<file path="config.mk">
export PLATFORM = sky130hd
export DESIGN_NAME = i2s_tx_param
export DESIGN_NICKNAME = d
export VERILOG_FILES = /design/src/rtl/i2s_tx_param.sv
export SDC_FILE = /design/constraint.sdc
export NUM_CORES = 1
export LEC_CHECK = 0
export CAP_MARGIN = 20
export CORE_ASPECT_RATIO = 0.8
export CORE_UTILIZATION = 45
export DETAILED_ROUTE_END_ITERATION = 10
export HOLD_SLACK_MARGIN = 0.1
export MAX_ROUTING_LAYER = met4
export PLACE_DENSITY = 0.62
export SETUP_SLACK_MARGIN = 0.5
export SYNTH_ARGS = -nofsm -noshare
export SYNTH_HDL_FRONTEND = slang
export SYNTH_SLANG_ARGS = --single-unit
</file>
<file path="constraint.sdc">
create_clock -name i_clk -period 3.05 [get_ports i_clk]
set_clock_uncertainty 0.05 [all_clocks]
set_input_delay 0.4575 -clock i_clk [delete_from_list [all_inputs] [get_ports i_clk]]
set_output_delay 0.4575 -clock i_clk [all_outputs]
set_load 0.1 [all_outputs]
</file>
<file path="src/rtl/i2s_tx_param.sv">
// I2S master transmitter with programmable SCK divider, Philips/LJ framing,
// mono duplication and a one-deep valid/ready holding register.
//
// Ports:
//   i_clk, i_nrst          system clock, async active-low reset
//   i_enable               transmitter run (0 clears serial state)
//   i_clk_div              SCK half-period = i_clk_div+1 i_clk cycles
//   i_mode                 0 = Philips I2S, 1 = left-justified
//   i_mono                 1 = left sample sent in both slots
//   i_valid, o_ready       sample-pair handshake into the holding register
//   i_data_left/right      sample pair, MSB-first
//   o_underrun             sticky: a frame started with no sample held
//   i_underrun_clr         clears o_underrun
//   o_frame_start          one-cycle pulse after each frame load
//   o_sck, o_ws, o_sd      I2S serial bus
module i2s_tx_param #(
    parameter int DATA_W   = 24,
    parameter int SLOT_W   = 32,
    parameter int CLKDIV_W = 8
) (
    input  logic                i_clk,
    input  logic                i_nrst,
    input  logic                i_enable,
    input  logic [CLKDIV_W-1:0] i_clk_div,
    input  logic                i_mode,
    input  logic                i_mono,
    input  logic                i_valid,
    input  logic [DATA_W-1:0]   i_data_left,
    input  logic [DATA_W-1:0]   i_data_right,
    output logic                o_ready,
    output logic                o_underrun,
    input  logic                i_underrun_clr,
    output logic                o_frame_start,
    output logic                o_sck,
    output logic                o_ws,
    output logic                o_sd
);

    localparam int FRAME_W = 2 * SLOT_W;
    localparam int POS_W   = $clog2(FRAME_W);

    logic                en_q;
    logic [CLKDIV_W-1:0] div_r;
    logic [CLKDIV_W-1:0] div_cnt;
    logic [CLKDIV_W-1:0] div_eff;
    logic                sck_r;
    logic [POS_W-1:0]    pos;
    logic                ws_r;
    logic [FRAME_W-1:0]  shift_r;
    logic                dly_r;
    logic                mode_r;
    logic                underrun_r;
    logic                fs_r;

    logic                full;
    logic [DATA_W-1:0]   hold_l;
    logic [DATA_W-1:0]   hold_r;

    logic                wrap;
    logic                tick;
    logic                load;
    logic                accept;
    logic [DATA_W-1:0]   r_sel;
    logic [FRAME_W-1:0]  frame_word;

    // On the first enabled cycle the divider value is taken straight from
    // the port, so the latched copy is not needed yet.
    assign div_eff = en_q ? div_r : i_clk_div;
    assign wrap    = i_enable && (div_cnt == div_eff);
    // A wrap while SCK is high is the falling edge: the only point where
    // WS and SD may change.
    assign tick    = wrap && sck_r;
    // pos holds the position that the next tick will present.
    assign load    = tick && (pos == '0);
    assign accept  = i_valid && !full;

    assign r_sel      = i_mono ? hold_l : hold_r;
    assign frame_word = (FRAME_W'(hold_l) << (FRAME_W - DATA_W))
                      | (FRAME_W'(r_sel) << (SLOT_W - DATA_W));

    always_ff @(posedge i_clk or negedge i_nrst) begin
        if (!i_nrst) begin
            en_q       <= 1'b0;
            div_r      <= '0;
            div_cnt    <= '0;
            sck_r      <= 1'b0;
            pos        <= '0;
            ws_r       <= 1'b0;
            shift_r    <= '0;
            dly_r      <= 1'b0;
            mode_r     <= 1'b0;
            underrun_r <= 1'b0;
            fs_r       <= 1'b0;
        end else if (!i_enable) begin
            en_q       <= 1'b0;
            div_cnt    <= '0;
            sck_r      <= 1'b0;
            pos        <= '0;
            ws_r       <= 1'b0;
            shift_r    <= '0;
            dly_r      <= 1'b0;
            underrun_r <= 1'b0;
            fs_r       <= 1'b0;
        end else begin
            en_q <= 1'b1;
            if (!en_q) begin
                div_r <= i_clk_div;
            end
            if (wrap) begin
                div_cnt <= '0;
                sck_r   <= ~sck_r;
            end else begin
                div_cnt <= div_cnt + CLKDIV_W'(1);
            end
            fs_r <= load;
            if (tick) begin
                // Philips mode shows the bit the previous tick presented.
                dly_r <= shift_r[FRAME_W-1];
                ws_r  <= (pos >= POS_W'(SLOT_W));
                if (pos == POS_W'(FRAME_W - 1)) begin
                    pos <= '0;
                end else begin
                    pos <= pos + POS_W'(1);
                end
                if (load) begin
                    mode_r  <= i_mode;
                    shift_r <= full ? frame_word : '0;
                end else begin
                    shift_r <= shift_r << 1;
                end
            end
            if (load && !full) begin
                underrun_r <= 1'b1;
            end else if (i_underrun_clr) begin
                underrun_r <= 1'b0;
            end
        end
    end

    // Holding register keeps running while disabled so a sample can be
    // queued before the transmitter starts.
    always_ff @(posedge i_clk or negedge i_nrst) begin
        if (!i_nrst) begin
            full   <= 1'b0;
            hold_l <= '0;
            hold_r <= '0;
        end else begin
            if (load) begin
                // Full: drained into the frame. Empty: an accept in the
                // same cycle is kept for the following frame.
                full <= accept;
            end else if (accept) begin
                full <= 1'b1;
            end
            if (accept) begin
                hold_l <= i_data_left;
                hold_r <= i_data_right;
            end
        end
    end

    assign o_ready       = ~full;
    assign o_underrun    = underrun_r;
    assign o_frame_start = fs_r;
    assign o_sck         = i_enable & sck_r;
    assign o_ws          = i_enable & ws_r;
    assign o_sd          = i_enable & (mode_r ? shift_r[FRAME_W-1] : dly_r);

endmodule
</file>
==> run metrics <==
final core occ=between 50% and 60%; min Tclk post-route=about 2.4 ns; synth-to-layout area growth=25.1%; Ys Warns=0; Critical Path RT=around 3.3 ns; peak supply drop=roughly 0.45 mV; PD cells=between 600 and 700 mW/mm^2; Pre-Repair DR Iteration Count=5; Rows=38; Root Buffer=clkbuf_16; commonest non-fill, non-tap cells in the layout=dfrtp_1 (132), mux2_2 (76), nand2_1 (61), nor2_1 (61), clkdlybuf4s50_1 (61); Initial Util=46.1%; leak pwr=3.20 nW; Net Count, Synth=628; Starting DRT DRC Count=between 300 and 400; Nets=about 690; clock slew at reported path FFs=0.06 ns; Syn Area/Cell=~11 sq um; GR Overflow Total=0; Cell Count, Final, Fillers Out=roughly 820; upper clock frequency limit=0.423 GHz; placed instance count=780; Post-DRT Antenna Nets=0; hold crit path type=flip-flop to flip-flop; IO Pins=approximately 70; commonest non-fill, non-tap cell in the layout=dfrtp_1; #FFs+latches synth=134; total routed wirelength=between 10000 and 15000 um; Pins Over Slew Limit=0; CTS tree=yes; startpoint types=flip-flop; area of the core=between 0.01 and 0.015 sq mm; Die W=133 um; critical path peak fanout=32; status=finished, final reports clean; Tcrit/Tclk final=~77%; final setup TNS=0 ns; # setup viols final=0; Total Die Area=0.0143 sq mm; gr usage total=about a fifth; CTS H-tree lvls=4; Die Y=107 um; DRC errors left=0; CTS sink cnt=between 100 and 150; Final Hold Slack=between 0.4 and 0.5 ns; sequential share of the synthesized area=53.9%; max-cap viol count=0; share of layout cells above drive strength 1=between 20% and 30%; CTS Buffer Depth=2; via/cell ratio=5.54; initial antenna violation count=0; Fin. Hold Viols=0; Worst-Margin Slew=between 0.9 and 1 ns; worst path arrival time=around 2.6 ns; vias in the first global route=4583; RSZ-0062 raised after global routing=no; antenna cell count=0; WL per Instance=16.7 um; cts bufs inserted=17; kind of critical path=flip-flop to flip-flop; Port Buffers=a little under 70; total number of vias=approximately 4.5k; first-pass GRT wire length=around 23000 um; synth unique cells=36; post-synthesis cell area=0.00622 sq mm; Mapped Cells=562; Placer Congestion=approximately 0.8; pin count of the biggest net entering global routing=65; Crit. End Element=flip-flop; Worst-Skew Late Latency=about 0.41 ns; DPL Wire Length=around 8300 um; worst-case headroom to the max-slew limit=a little under two fifths
-- routing by layer --
metal	vias up	global-route usage, %	share of wire [%]
met5	-	-	0
met4	0	6.98	1.3
met3	19	3.59	4.3
met2	110	31.5	47
met1	2260	28.5	48
li1	2147	-	-
-- stage by stage --
step           setup slack (ns)  power (mW)  cell area (sq um)
4_1_cts                   0.510        5.07               7690
5_1_grt                   0.534        5.26               7780
6_report                  0.687        5.03               7780
3_5_place_dp              0.184        3.06               7110
3_3_place_gp              0.277        3.03               7110
2_1_floorplan             0.827        2.77               6220
-- sequential cells by signal, indices dropped and copies added, names as in the netlist --
signal	flops
mode_r	1
o_frame_start	1
hold_l	24
en_q	1
sck_r	1
pos	6
shift_r	56
o_underrun	1
ws_r	1
dly_r	1
div_r	8
full	1
hold_r	24
div_cnt	8
-- cell type report --
| type | instances | area (sq um) |
|---|---|---|
| clock buffer | 18 | 439 |
| clock inverter | 14 | 135 |
| fill | 1136 | 5720 |
| inverter | 6 | 22.5 |
| multi-input combinational | 376 | 2670 |
| sequential | 134 | 3360 |
| tap | 180 | 225 |
| timing repair buffer | 91 | 941 |
-- synthesized netlist by cell type, drive strengths merged --
library cell | count | area (sq um)
a32o | 8 | 80.1
and2 | 2 | 12.5
o21ai | 2 | 10.0
mux2i | 9 | 90.1
ha | 3 | 37.5
nor3 | 1 | 10.0
nand3 | 57 | 285
o41ai | 2 | 25.0
and3 | 4 | 25.0
a21oi | 10 | 50.1
nor4 | 3 | 31.3
nand4 | 3 | 18.8
buf | 15 | 110
inv | 6 | 22.5
nand2 | 61 | 229
nand3b | 1 | 7.51
nor2 | 62 | 233
mux2 | 77 | 867
nand2b | 1 | 6.26
nor2b | 1 | 6.26
or3 | 2 | 12.5
o21a | 1 | 7.51
a21o | 1 | 7.51
xnor2 | 10 | 87.6
a311oi | 47 | 412
dfrtp | 134 | 3350
clkbuf | 31 | 116
xor2 | 7 | 61.3
o211ai | 1 | 7.51
-- worst max-delay path, cell delays in order, from the launching register on --
cell      delay (ns)
dfrtp_2         0.40
buf_4           0.17
mux2i_1         0.19
xnor2_1         0.13
nor4_4          0.46
and3_4          0.30
buf_12          0.19
nor2_1          0.07
a311oi_1        0.27
-- report_power, final --
part	internal [mW]	switching, mW
Sequential	2.05	0.199
Combinational	0.484	0.310
Clock	1.21	0.775
-- path summary, 6_finish.rpt --
| kind | start | endpoint | slack (ns) | depth (start not counted) |
|---|---|---|---|---|
| setup / recovery | en_q | shift_r[24] | 0.69 | 8 |
| hold / removal | shift_r[32] | shift_r[33] | 0.45 | 1 |
| setup reg to reg | en_q | shift_r[24] | 0.69 | 8 |
| hold reg to reg | shift_r[32] | shift_r[33] | 0.45 | 1 |
| max in group asynchronous | i_nrst | shift_r[63] | 1.62 | 3 |
| min in group asynchronous | i_nrst | hold_r[5] | 0.59 | 2 |
-- timing repair --
item,in CTS,in global routing
gates cloned,0,1
endpoints found under the setup margin,47,58
gates resized for setup,1,6
hold buffers,1,0
pin swaps,0,2
hold endpoints to repair,48,0
setup buffers,0,5
-- cells by family (layout without fill, tap and decap cells) --
group | count (synthesis) | count (layout) | share of synthesized area [%]
buffers and inverters | 52 | 129 | 4.00
flip-flops | 134 | 134 | 53.9
AO/OA/AOI/OAI | 72 | 72 | 9.63
XOR/XNOR | 17 | 17 | 2.39
adder cells (fa/ha/maj) | 3 | 3 | 0.603
AND/OR/NAND/NOR | 198 | 198 | 14.1
multiplexers | 86 | 86 | 15.4
No activity file was read; power rests on OpenSTA's default activity.
